$ cat src/rtl/tick_scheduler.sv
// tick_scheduler: prescaled base tick plus NCH programmable one-cycle tick channels.
// Define TICK_SCHED_STATUS_EN to add the base_count / cfg_drop status outputs.
module tick_channel #(
  parameter int PW         = 16,
  parameter int DEF_PERIOD = 0
) (
  input  logic          clk_in,
  input  logic          reset,
  input  logic          clr,
  input  logic          adv,
  input  logic          wr,
  input  logic [PW-1:0] wr_period,
  output logic          sync,
  output logic          tick
);
  logic [PW-1:0] period, ccnt;
  logic          zero, hit;

  assign zero = (period == '0);
  assign hit  = !zero && (ccnt == period - PW'(1));
  // sync marks the base tick on which a deferred period write may land
  assign sync = adv && (zero || hit);

  always_ff @(posedge clk_in) begin
    if (reset) begin
      period <= PW'(DEF_PERIOD);
      ccnt   <= '0;
      tick   <= 1'b0;
    end else begin
      tick <= adv && hit;
      if (clr || (adv && (zero || hit))) ccnt <= '0;
      else if (adv)                      ccnt <= ccnt + PW'(1);
      if (wr) begin
        period <= wr_period;
        ccnt   <= '0;
      end
    end
  end
endmodule

module tick_scheduler #(
  parameter  int PRESCALE   = 100000,
  parameter  int NCH        = 4,
  parameter  int PW         = 16,
  parameter  int DEF_PERIOD = 0,
  localparam int CW         = (NCH > 1) ? $clog2(NCH) : 1,
  localparam int PCW        = $clog2(PRESCALE)
) (
  input  logic           clk_in,
  input  logic           reset,
  input  logic           start,
  input  logic           pause,
  input  logic           stop,
  input  logic           cfg_valid,
  input  logic [CW-1:0]  cfg_ch,
  input  logic [PW-1:0]  cfg_period,
  output logic           cfg_ready,
  output logic           base_tick,
  output logic [NCH-1:0] tick,
  output logic           running,
  output logic [1:0]     state
`ifdef TICK_SCHED_STATUS_EN
  ,
  output logic [15:0]    base_count,
  output logic           cfg_drop
`endif
);
  typedef enum logic [1:0] {S_IDLE = 2'b00, S_RUN = 2'b01, S_PAUSED = 2'b10} st_t;

  st_t            st, st_nxt;
  logic [PCW-1:0] pcnt;
  logic           counting, clr, xfer, ch_ok, wr_now, pend_vld, pend_apply;
  logic [CW-1:0]  pend_ch;
  logic [PW-1:0]  pend_period, wr_period;
  logic [NCH-1:0] wr, sync;

  always_comb begin
    st_nxt = st;
    if (stop) st_nxt = S_IDLE;
    else begin
      case (st)
        S_IDLE:   if (start && !pause) st_nxt = S_RUN;
        S_RUN:    if (pause)           st_nxt = S_PAUSED;
        S_PAUSED: if (start && !pause) st_nxt = S_RUN;
        default:                       st_nxt = S_IDLE;
      endcase
    end
  end

  // The resume edge counts and the pause edge does not, so a pause shifts
  // the phase by exactly the number of PAUSED cycles.
  assign counting   = (st_nxt == S_RUN) && (st != S_IDLE);
  assign clr        = (st_nxt == S_IDLE);
  assign xfer       = cfg_valid && cfg_ready;
  assign ch_ok      = (32'(cfg_ch) < NCH);
  assign wr_now     = xfer && ch_ok && ((st != S_RUN) || (st_nxt != S_RUN));
  assign pend_apply = pend_vld && ((st_nxt != S_RUN) || sync[pend_ch]);
  assign wr_period  = pend_apply ? pend_period : cfg_period;
  assign state      = st;

  // A wrap caused by the last base tick before a pause still emits its tick.
  for (genvar i = 0; i < NCH; i++) begin : g_ch
    assign wr[i] = (wr_now && (cfg_ch == CW'(i))) || (pend_apply && (pend_ch == CW'(i)));
    tick_channel #(.PW(PW), .DEF_PERIOD(DEF_PERIOD)) u_ch (
      .clk_in    (clk_in),
      .reset     (reset),
      .clr       (clr),
      .adv       (base_tick && !clr),
      .wr        (wr[i]),
      .wr_period (wr_period),
      .sync      (sync[i]),
      .tick      (tick[i])
    );
  end

  always_ff @(posedge clk_in) begin
    if (reset) begin
      st          <= S_IDLE;
      running     <= 1'b0;
      pcnt        <= '0;
      base_tick   <= 1'b0;
      cfg_ready   <= 1'b1;
      pend_vld    <= 1'b0;
      pend_ch     <= '0;
      pend_period <= '0;
    end else begin
      st        <= st_nxt;
      running   <= (st_nxt == S_RUN);
      base_tick <= counting && (pcnt == PCW'(PRESCALE - 1));
      if (clr)           pcnt <= '0;
      else if (counting) pcnt <= (pcnt == PCW'(PRESCALE - 1)) ? '0 : pcnt + PCW'(1);
      if (xfer && ch_ok && !wr_now) begin
        pend_vld    <= 1'b1;
        pend_ch     <= cfg_ch;
        pend_period <= cfg_period;
        cfg_ready   <= 1'b0;
      end else if (pend_apply) begin
        pend_vld  <= 1'b0;
        cfg_ready <= 1'b1;
      end
    end
  end

`ifdef TICK_SCHED_STATUS_EN
  always_ff @(posedge clk_in) begin
    if (reset) begin
      base_count <= '0;
      cfg_drop   <= 1'b0;
    end else begin
      cfg_drop <= xfer && !ch_ok;
      if (clr)                                       base_count <= '0;
      else if (base_tick && (base_count != 16'hFFFF)) base_count <= base_count + 16'd1;
    end
  end
`endif
endmodule

$ cat config.mk
export PLATFORM = sky130hd
export DESIGN_NAME = tick_scheduler
export DESIGN_NICKNAME = d
export VERILOG_FILES = /design/src/rtl/tick_scheduler.sv
export SDC_FILE = /design/constraint.sdc
export NUM_CORES = 1
export LEC_CHECK = 0
export ABC_AREA = 1
export CAP_MARGIN = 10
export CORE_UTILIZATION = 65
export CTS_BUF_LIST = sky130_fd_sc_hd__clkbuf_8
export DETAILED_ROUTE_END_ITERATION = 6
export DONT_BUFFER_PORTS = 1
export GPL_TIMING_DRIVEN = 0
export PLACE_DENSITY = 0.88
export SYNTH_ARGS = -nofsm -noshare
export SYNTH_HDL_FRONTEND = slang
export SYNTH_HIERARCHICAL = 1
export SYNTH_SLANG_ARGS = --single-unit
$ cat constraint.sdc
create_clock -name clk_in -period 4.9 [get_ports clk_in]
set_clock_uncertainty 0.2 [all_clocks]
set_input_delay 0.98 -clock clk_in [delete_from_list [all_inputs] [get_ports clk_in]]
set_output_delay 0.98 -clock clk_in [all_outputs]
set_load 0.005 [all_outputs]
==> results.py, run 1 <==
metrics = {
    "cells_and_area": {
        "multi_input_area_sq_um": 5990,
        "seq_area_sq_um": 3460,
        "fill_cells": 1276,
        "syn2layout_area_growth_pct": 6.57,
        "drive_gt1_share_pct": 12.2,
        "nNetsFinal": 1638,
        "antennaDiodeCount": 0,
        "fin_cells": 1829,
    },
    "sta": {
        "final_hold_viol_count": 0,
        "worstMarginPinSlew_ns": 0.945,
        "slew_viol_final": 0,
        "timing.final.crit_period_ns": 4.61,
        "setup_viol": 0,
        "max_slew_margin_pct": 36.4,
        "timing.final.ws_setup_ns": 0.291,
        "clock.fmax_ghz": 0.217,
        "final.period_utilization_pct": 94.1,
        "rsz0062_at_grt": "false",
    },
    "run": {
        "maxCapViolCount": 0,
    },
    "pwr": {
        "power_frac_clock_pct": 33.8,
        "p_seq_share_pct": 48.4,
        "comb_power_share_pct": 17.8,
        "ir_drop_uv": 217,
        "p_leak_uw": 0.00482,
        "internal_power_uw": 2100,
        "fin_total_pwr_uw": 3040,
        "pwr_density_cell_nw_per_um2": 273,
        "p_switching_uw": 939,
        "swShare_pct": 30.9,
    },
    "drt": {
        "viasPerCell": 5.46,
        "routedWlPerCell_um": 13.9,
        "wl_um": 25400,
        "final_antenna_net_count": 0,
        "vias": 9979,
        "drc": 0,
        "drtIter0Drc": 908,
        "first_pass_iters": 5,
    },
    "placement": {
        "dp_slack_ns": -0.200,
        "portBuffers": 0,
        "dpl.hpwl_um": 18600,
        "dp_cells": 1797,
        "routabilityCongestion": 0.913,
    },
    "logic_synthesis": {
        "synth_fa_ha_area_share_pct": 1.08,
        "syn_area_per_cell_sq_um": 6.58,
        "yosysSeqAreaShare_pct": 33.2,
        "synth_xor_area_share_pct": 7.56,
        "synth_top_family_by_area": "simple AND/OR/NAND/NOR gates",
        "synth_compound_area_share_pct": 8.70,
        "ys.flop_type": "dfxtp_1",
        "yosys_warnings": 6,
        "synth_top_area_share_pct": 33.2,
        "synth_edf_count": 0,
        "synth-simple-area-share_pct": 40.0,
        "synth_fp_nets": 1618,
        "postSynthCellCount": 1585,
        "synth.mux.area_fraction_pct": 0,
        "synth-async-reset-ratio_pct": 0,
        "synth.cell_area_sq_um": 10400,
        "synth_cell_types": 37,
        "synth_largest_area_cell": "dfxtp_1",
        "ys_ff_latch": 173,
        "ys_top_cells_by_area": "dfxtp_1 33%, nand2_1 13%, nor2_1 8.6%",
    },
    "die": {
        "dieArea_sq_um": 16600,
        "pin_count": 33,
        "die_w_um": 129,
        "core_area_sq_um": 15400,
        "start_util_pct": 67.6,
        "rows": 45,
        "die_h_um": 129,
    },
    "global_route": {
        "grt_pass1_vias": 9120,
        "grt_overflow": 0,
        "gr-usage-all-layers_pct": 31.8,
        "grt_pass1_wl_um": 41700,
        "antenna_found_initial": 0,
        "grt_max_degree": 17,
    },
    "worst_setup_path": {
        "r2r-end": "g_ch[3].u_ch/period[7]",
        "r2r-start": "state[0]",
        "endpoint_kind": "register",
        "critPathMaxFanout": 13,
        "ff2ff_path_depth": 20,
        "critical_path_required_ns": 5.05,
        "critPathKind": "reg -> reg",
        "crit_arrival_ns": 4.76,
        "critPathLaunchType": "register",
        "crit_start": "state[0]",
        "reg2reg_slack_ns": 0.29,
        "crit_end": "g_ch[3].u_ch/period[7]",
    },
    "min_path": {
        "hold_path.class": "reg -> reg",
    },
    "clocking": {
        "clk_pin_slew_ns": 0.10,
        "postCtsSetupBuffers": 0,
        "clockRootBuffer": "clkbuf_8",
        "clk_latency_ns": 0.48,
        "cts_buffers": 17,
        "h-tree-depth": 4,
        "clock_sinks": 173,
        "cts_tree": "done",
        "clk_path_buf_depth": 2,
    },
    "outcome": {
        "outcome": "finished, final reports clean",
    },
}
==> cells in the mapped netlist (10+ instances only) <==
cell type	n
nand2_2	22
nand3_1	118
nand4_1	16
inv_2	10
nor3_1	23
nor2_2	79
clkbuf_1	14
inv_1	197
dfxtp_1	173
xor2_1	57
nand2_1	369
xnor2_1	33
a21oi_1	50
o21ai_0	105
nor2_1	239
==> sequential cells by signal, indices dropped and copies added, names as in the netlist, 2 cells and up <==
signal            flops
pcnt                 17
pend_period          16
state                 2
g_ch.u_ch/period     64
g_ch.u_ch/ccnt       64
pend_ch               2
g_ch.u_ch/tick        4
==> worst max-delay path, cell delays in order (launching register included) <==
cell	delay, ns
dfxtp_1	0.54
nor2_1	0.14
inv_1	0.11
nand2_1	0.09
nand2_2	0.11
inv_1	0.16
nor2_4	0.47
buf_8	0.23
nand2_2	0.09
inv_1	0.06
nand2_1	0.05
nand2_1	0.07
nand2_1	0.08
nand3b_4	0.14
nand2_1	0.11
buf_4	0.20
o21ai_0	0.74
inv_1	0.30
clkbuf_1	0.29
o21ai_0	0.25
a21oi_1	0.06
==> area by class of cell <==
| cell class | count | area share (%) |
|---|---|---|
| Multi-Input combinational cell | 1176 | 53.9 |
| Sequential cell | 173 | 31.2 |
| Inverter | 208 | 7.04 |
| Tap cell | 211 | 2.38 |
| Clock buffer | 19 | 2.35 |
| Buffer | 28 | 1.83 |
| Clock inverter | 13 | 1.24 |
| Timing Repair Buffer | 1 | 0.135 |
==> how the worst min path moves through the flow <==
stage | startpoint | end | slack, ns | cells past startpoint
2_1_floorplan | pend_period[0] | pend_period[0] | 0.25 | 2
3_3_place_gp | pend_period[14] | pend_period[14] | 0.26 | 2
3_5_place_dp | pend_period[13] | pend_period[13] | 0.28 | 2
4_1_cts | pend_period[5] | pend_period[5] | 0.29 | 2
5_1_grt | pend_period[3] | pend_period[3] | 0.31 | 2
6_report | pend_period[0] | pend_period[0] | 0.29 | 2
==> metal layers <==
metal | track usage [%] | vias up | routed length, um
li1 | - | 5000 | -
met1 | 39.3 | 4506 | 10500
met2 | 52.9 | 390 | 11800
met3 | 7.53 | 83 | 2230
met4 | 13.4 | 0 | 906
met5 | 0 | - | 0
==> through the flow <==
step           hold slack, ns  utilization (%)  setup TNS (ns)  instance area, sq um
2_1_floorplan           0.255                -               0                 10400
5_1_grt                 0.312             72.1               0                 11100
3_3_place_gp            0.263             69.3         -108.61                 10700
6_report                0.293             72.1               0                 11100
3_5_place_dp            0.277             69.4           -1.63                 10700
4_1_cts                 0.294             72.0               0                 11100
==> logic make-up (layout without fill, tap and decap cells) <==
| family | count (synthesis) | in the layout |
|---|---|---|
| AO/OA/AOI/OAI | 169 | 169 |
| XOR/XNOR | 90 | 90 |
| adder cells (fa/ha/maj) | 9 | 9 |
| buffers and inverters | 236 | 269 |
| flip-flops | 173 | 173 |
| AND/OR/NAND/NOR | 908 | 908 |
==> timing repair <==
action / CTS / global route
hold buffers: 0 / 0
setup endpoints to repair: 0 / 22
resized for setup: 0 / 1
==> cells in the final DEF (no fill, tap or decap), types with 3 or more instances in the layout <==
cell        n
nor2_2     79
nand2_2    22
buf_12      4
nand4_1    16
nor3_1     23
nand3b_1    4
dfxtp_1   173
ha_1        9
nor2_8      4
xor2_1     57
and2_1      5
nand2_4     5
clkinv_2    5
nor2_1    238
nand3_2     7
o21ai_0   105
nand2_1   369
inv_6       3
nor3_2      8
inv_2      10
inv_1     198
clkbuf_1   14
nand3_1   118
o21bai_2    8
clkbuf_8   19
nor2_4      8
a21oi_1    50
xnor2_1    33
buf_6       3
==> power groups by stage <==
stage                     Sequential (uW)  Combinational (uW)  Clock (uW)
after floorplan                      1490                 427           0
after global placement               1500                 503           0
after detailed placement             1500                 520           0
after CTS                            1470                 531        1040
after global routing                 1470                 608        1100
final                                1470                 541        1030
(Power assumes the default switching activity.)
==> run 2, diff against run 1 <==
Settings changed: REMOVE_ABC_BUFFERS set to 1.
==> run 2 against run 1 <==
Net effect:
- cell area fell by 1.6%
- sequential share of layout area up 0.51 points
- die area is the same
- wire length down 6.3%
- maximum frequency increased by 0.98%
- via count decreased by 4.1%
- sequential power hardly changed
- worst setup slack better by 0.045 ns
- critical path type unchanged
- largest cell class unchanged
- highest routed layer unchanged
==> results.py, run 2 (same netlist as run 1, synthesis figures left out) <==
metrics = {
    "outcome": {
        "outcome": "finished, final reports clean",
    },
    "clocking": {
        "clk_path_buf_depth": 2,
        "cts_tree": "done",
        "postCtsSetupBuffers": 0,
        "clk_latency_ns": 0.48,
        "cts_buffers": 17,
        "clk_pin_slew_ns": 0.10,
        "clockRootBuffer": "clkbuf_8",
        "h-tree-depth": 4,
        "cts_hold_buf": 0,
        "clock_sinks": 173,
    },
    "die": {
        "die_w_um": 129,
        "pin_count": 33,
        "dieArea_sq_um": 16600,
        "die_h_um": 129,
        "core_area_sq_um": 15400,
        "rows": 45,
        "start_util_pct": 67.6,
    },
    "worst_setup_path": {
        "critPathKind": "reg -> reg",
        "endpoint_kind": "register",
        "crit_start": "g_ch[3].u_ch/period[0]",
        "reg2reg_slack_ns": 0.34,
        "cpPeakStageDelay_ns": 0.63,
        "cp_common_cell": "nand2_1",
        "crit_end": "g_ch[3].u_ch/period[8]",
        "critPathMaxFanout": 26,
        "ff2ff_path_depth": 22,
        "crit_arrival_ns": 4.70,
        "r2r-start": "g_ch[3].u_ch/period[0]",
        "r2r-end": "g_ch[3].u_ch/period[8]",
        "critPathLaunchType": "register",
        "critical_path_required_ns": 5.04,
        "worstPathCellList": "inv_2, ha_1, inv_1, nand2_1, nand2_1, nor2_1, nand2_1, nor2_1, nand3_1, nor2_1, nand2_1, o21bai_2, nand2_2, inv_1, nand3_1, nand2_1, nand3b_4, nand2_1, o21ai_1, inv_1, o21ai_0, a21oi_1",
        "slowest_stage": "o21ai_1",
    },
    "pwr": {
        "ir_drop_uv": 176,
        "swShare_pct": 31.0,
        "fin_total_pwr_uw": 3050,
        "pwr_density_cell_nw_per_um2": 279,
        "p_leak_uw": 0.00473,
        "p_switching_uw": 943,
        "power_frac_clock_pct": 34.8,
        "comb_power_share_pct": 17.0,
        "internal_power_uw": 2100,
        "p_seq_share_pct": 48.2,
    },
    "cells_and_area": {
        "fill_cells": 1324,
        "final_common_cell": "nand2_1",
        "multi_input_area_sq_um": 6000,
        "top_regs": "g_ch.u_ch/ccnt (64), g_ch.u_ch/period (64), pcnt (17)",
        "antennaDiodeCount": 0,
        "layout_common_cells": "369 x nand2_1, 238 x nor2_1, 197 x inv_1",
        "seq_area_sq_um": 3460,
        "nNetsFinal": 1610,
        "drive_gt1_share_pct": 11.9,
        "syn2layout_area_growth_pct": 4.85,
    },
    "drt": {
        "met2_length_um": 11000,
        "m1WireLength_um": 10600,
        "drc": 0,
        "final_antenna_net_count": 0,
        "wl_met3_um": 1440,
        "wl_um": 23800,
        "routedWlPerCell_um": 13.2,
        "top_layer": "met4",
        "viasPerCell": 5.31,
        "first_pass_iters": 7,
        "vias": 9572,
        "drtIter0Drc": 804,
    },
    "global_route": {
        "antenna_found_initial": 0,
        "gr-usage-all-layers_pct": 29.8,
        "grt_max_degree": 27,
        "grt_pass1_vias": 8660,
        "grt_pass1_wl_um": 39300,
        "grt_overflow": 0,
    },
    "sta": {
        "timing.final.crit_period_ns": 4.56,
        "slew_viol_final": 0,
        "clock.fmax_ghz": 0.219,
        "timing.final.ws_setup_ns": 0.336,
        "setup_viol": 0,
        "worstMarginPinSlew_ns": 0.797,
        "final_hold_viol_count": 0,
        "max_slew_margin_pct": 46.7,
        "hold_ws_ns": 0.293,
        "finalSetupTns_ns": 0,
        "final.period_utilization_pct": 93.1,
        "rsz0062_at_grt": "true",
    },
    "placement": {
        "dp_slack_ns": -0.636,
        "dpl.hpwl_um": 17300,
        "portBuffers": 0,
        "routabilityCongestion": 0.920,
    },
    "min_path": {
        "hold_path.class": "reg -> reg",
    },
    "run": {
        "maxCapViolCount": 0,
    },
}
[run 2: stage by stage]
step / cells / util, % / area (sq um)
finish: 1801 / 70.9 / 10900
global placement: 1768 / 68.0 / 10500
global route: 1801 / 70.9 / 10900
CTS: 1801 / 70.8 / 10900
detailed placement: 1769 / 68.1 / 10500
floorplan: 1557 / - / 10200
[run 2: power by group through the flow]
stage | Clock, uW | Sequential [uW] | Combinational, uW
after global placement | 0 | 1500 | 492
after global routing | 1130 | 1470 | 586
after CTS | 1070 | 1470 | 512
final | 1060 | 1470 | 517
after detailed placement | 0 | 1500 | 508
after floorplan | 0 | 1490 | 418
[run 2: critical path: cells and delay by family (launching register included)]
family / cells / cell delay, ns
AO/OA/AOI/OAI: 4 / 1.16
adder cells (fa/ha/maj): 1 / 0.30
buffers and inverters: 4 / 0.68
flip-flops: 1 / 0.40
AND/OR/NAND/NOR: 13 / 1.67
[run 2: what timing repair did]
action / 4_1_cts / 5_1_grt
endpoints found under the hold margin: 0 / 0
setup endpoints to repair: 28 / 56
gates cloned: 0 / 0
gates resized for setup: 1 / 4
[run 2: how the worst min path moves through the flow]
stage / startpoint / end / slack [ns] / cells after the start
after floorplan: pend_period[0] / pend_period[0] / 0.26 / 2
after global placement: pend_period[7] / pend_period[7] / 0.26 / 2
after detailed placement: pend_period[13] / pend_period[13] / 0.27 / 2
after CTS: pend_period[13] / pend_period[13] / 0.29 / 2
after global routing: pend_period[0] / pend_period[0] / 0.32 / 2
final: pend_period[13] / pend_period[13] / 0.29 / 2
[run 2: layout make-up]
class / instances / share of cell area [%]
repair buffers: 1 / 0.103
inverters: 208 / 7.15
multi-input cells: 1176 / 54.9
well taps: 211 / 2.41
clock inverters: 13 / 1.40
flip-flops and latches: 173 / 31.7
clock buffers: 19 / 2.39
[run 2: layer usage]
| layer | vias to the layer above | GRT usage, % |
|---|---|---|
| li1 | 4934 | - |
| met1 | 4316 | 38.3 |
| met2 | 265 | 48.4 |
| met3 | 57 | 5.57 |
| met4 | 0 | 13.8 |
| met5 | - | 0 |
==> run 3, diff against run 2 <==
Settings changed: CORE_UTILIZATION 65 to 60, PLACE_DENSITY 0.88 to 0.83.
==> run 3 against run 2 <==
Net effect:
- the flow now finishes with violations (DRC)
- register-to-register slack better by 0.25 ns
- cell count up 0.50%
- largest power group unchanged
- core utilization down 5.7 points
- via count down 0.40%
- critical path type unchanged
- hold slack about the same
- non-clock buffer count unchanged
- first-iteration DRC count down 15%
- maximum frequency up 5.9%
- sequential cell count unchanged
==> results.py, run 3 (same netlist as run 1, synthesis figures left out) <==
metrics = {
    "worst_setup_path": {
        "r2r-end": "g_ch[2].u_ch/period[0]",
        "critPathLaunchType": "register",
        "crit_start": "state[0]",
        "ff2ff_path_depth": 17,
        "r2r-start": "state[0]",
        "cp_common_cell": "inv_1",
        "critPathKind": "reg -> reg",
        "endpoint_kind": "register",
        "reg2reg_slack_ns": 0.59,
        "slowest_stage": "dfxtp_1",
        "critPathMaxFanout": 26,
        "critical_path_required_ns": 5.03,
        "crit_end": "g_ch[2].u_ch/period[0]",
        "cpPeakStageDelay_ns": 0.50,
        "crit_arrival_ns": 4.44,
        "worstPathCellList": "nor2_1, inv_1, nand2_1, nand2_2, inv_1, nor2_2, buf_16, nand2_2, inv_1, nand3_1, nand2_1, nand3b_4, nand2_2, o22ai_2, inv_1, o21ai_0, a21oi_1",
    },
    "drt": {
        "wl_um": 23800,
        "first_pass_iters": 7,
        "viasPerCell": 5.27,
        "drtIter0Drc": 687,
        "vias": 9534,
        "final_antenna_net_count": 0,
        "routedWlPerCell_um": 13.1,
        "drc": 17,
    },
    "sta": {
        "clock.fmax_ghz": 0.232,
        "timing.final.crit_period_ns": 4.31,
        "rsz0062_at_grt": "false",
        "timing.final.ws_setup_ns": 0.590,
        "final_hold_viol_count": 0,
        "max_slew_margin_pct": 49.9,
        "worstMarginPinSlew_ns": 0.750,
        "slew_viol_final": 0,
        "final.period_utilization_pct": 88.0,
        "setup_viol": 0,
    },
    "run": {
        "maxCapViolCount": 0,
    },
    "placement": {
        "dp_slack_ns": -0.460,
        "dp_cells": 1778,
        "routabilityCongestion": 0.911,
        "dpl.hpwl_um": 17400,
        "portBuffers": 0,
    },
    "global_route": {
        "gr-usage-all-layers_pct": 27.7,
        "grt_pass1_vias": 8735,
        "grt_max_degree": 27,
        "antenna_found_initial": 0,
        "grt_overflow": 0,
        "grt_pass1_wl_um": 40100,
    },
    "cells_and_area": {
        "top_regs": "g_ch.u_ch/ccnt (64), g_ch.u_ch/period (64), pcnt (17)",
        "final_common_cell": "nand2_1",
        "nNetsFinal": 1610,
        "syn2layout_area_growth_pct": 4.70,
        "antennaDiodeCount": 0,
        "drive_gt1_share_pct": 11.9,
        "fin_cells": 1810,
        "layout_common_cells": "368 x nand2_1, 238 x nor2_1, 199 x inv_1",
    },
    "clocking": {
        "h-tree-depth": 4,
        "clk_pin_slew_ns": 0.09,
        "clockRootBuffer": "clkbuf_8",
        "postCtsSetupBuffers": 0,
        "cts_tree": "done",
        "cts_buffers": 17,
        "clock_sinks": 173,
        "clk_latency_ns": 0.47,
        "clk_path_buf_depth": 2,
    },
    "pwr": {
        "pwr_density_cell_nw_per_um2": 270,
        "p_leak_uw": 0.00471,
        "ir_drop_uv": 212,
    },
    "die": {
        "start_util_pct": 62.2,
        "pin_count": 33,
        "die_w_um": 134,
        "rows": 47,
        "die_h_um": 134,
        "dieArea_sq_um": 17900,
        "core_area_sq_um": 16800,
    },
    "outcome": {
        "outcome": "finished, violations left",
        "violations": "DRC",
    },
    "min_path": {
        "min_path_cells": 2,
        "hold_path.class": "reg -> reg",
    },
}
[run 3: changes by cell type in the layout (fill, tap and decap cells not counted), moves of 2 or more]
cell / delta
clkinvlp_4: +2
inv_1: +2
inv_8: -2
o21ai_1: -2
o21ai_2: +2
[run 3: critical path: cells and delay by family (launching register included)]
family / cells / cell delay (ns)
buffers and inverters: 5 / 0.98
flip-flops: 1 / 0.50
AND/OR/NAND/NOR: 9 / 1.64
AO/OA/AOI/OAI: 3 / 0.83
[run 3: report_power, final]
part,internal (uW),leakage (uW),switching (uW),total (uW)
Combinational,176,0.00312,345,521
Clock,415,0.000189,539,954
Sequential,1430,0.00140,35.9,1470
[run 3: worst min path at each step]
stage,from,end,slack (ns)
after floorplan,pend_period[0],pend_period[0],0.26
after global placement,pend_period[15],pend_period[15],0.26
after detailed placement,pend_period[3],pend_period[3],0.27
after CTS,pend_period[10],pend_period[10],0.29
after global routing,pcnt[14],pcnt[14],0.31
final,pend_period[3],pend_period[3],0.29
[run 3: per-stage QoR]
stage               instance area (sq um)  util [%]  total power, uW  hold WS [ns]  setup TNS [ns]
finish                              10900      65.2             2940         0.293               0
floorplan                           10200         -             1910         0.256               0
detailed placement                  10500      62.8             2010         0.273          -22.21
global route                        10900      65.2             3100         0.315               0
CTS                                 10900      65.0             2950         0.294               0
global placement                    10500      62.7             2000         0.264         -158.90
[run 3: cell type report]
type | count | area [sq um]
clock inverter | 14 | 119
inverter | 208 | 782
tap | 220 | 275
fill | 1526 | 5840
timing repair buffer | 1 | 27.5
multi-input combinational | 1176 | 6010
sequential | 173 | 3460
clock buffer | 18 | 248
[run 3: layer usage]
metal | up-vias | global-route usage (%) | wire length, um
met5 | - | 0 | 0
met4 | 0 | 11.0 | 776
met3 | 54 | 6.42 | 1290
met2 | 247 | 46.0 | 11000
met1 | 4306 | 34.5 | 10700
li1 | 4927 | - | -
[run 3: timing repair]
item | in CTS | in global routing
hold buffers | 0 | 0
setup endpoints to repair | 1 | 78
gates resized for setup | 1 | 6
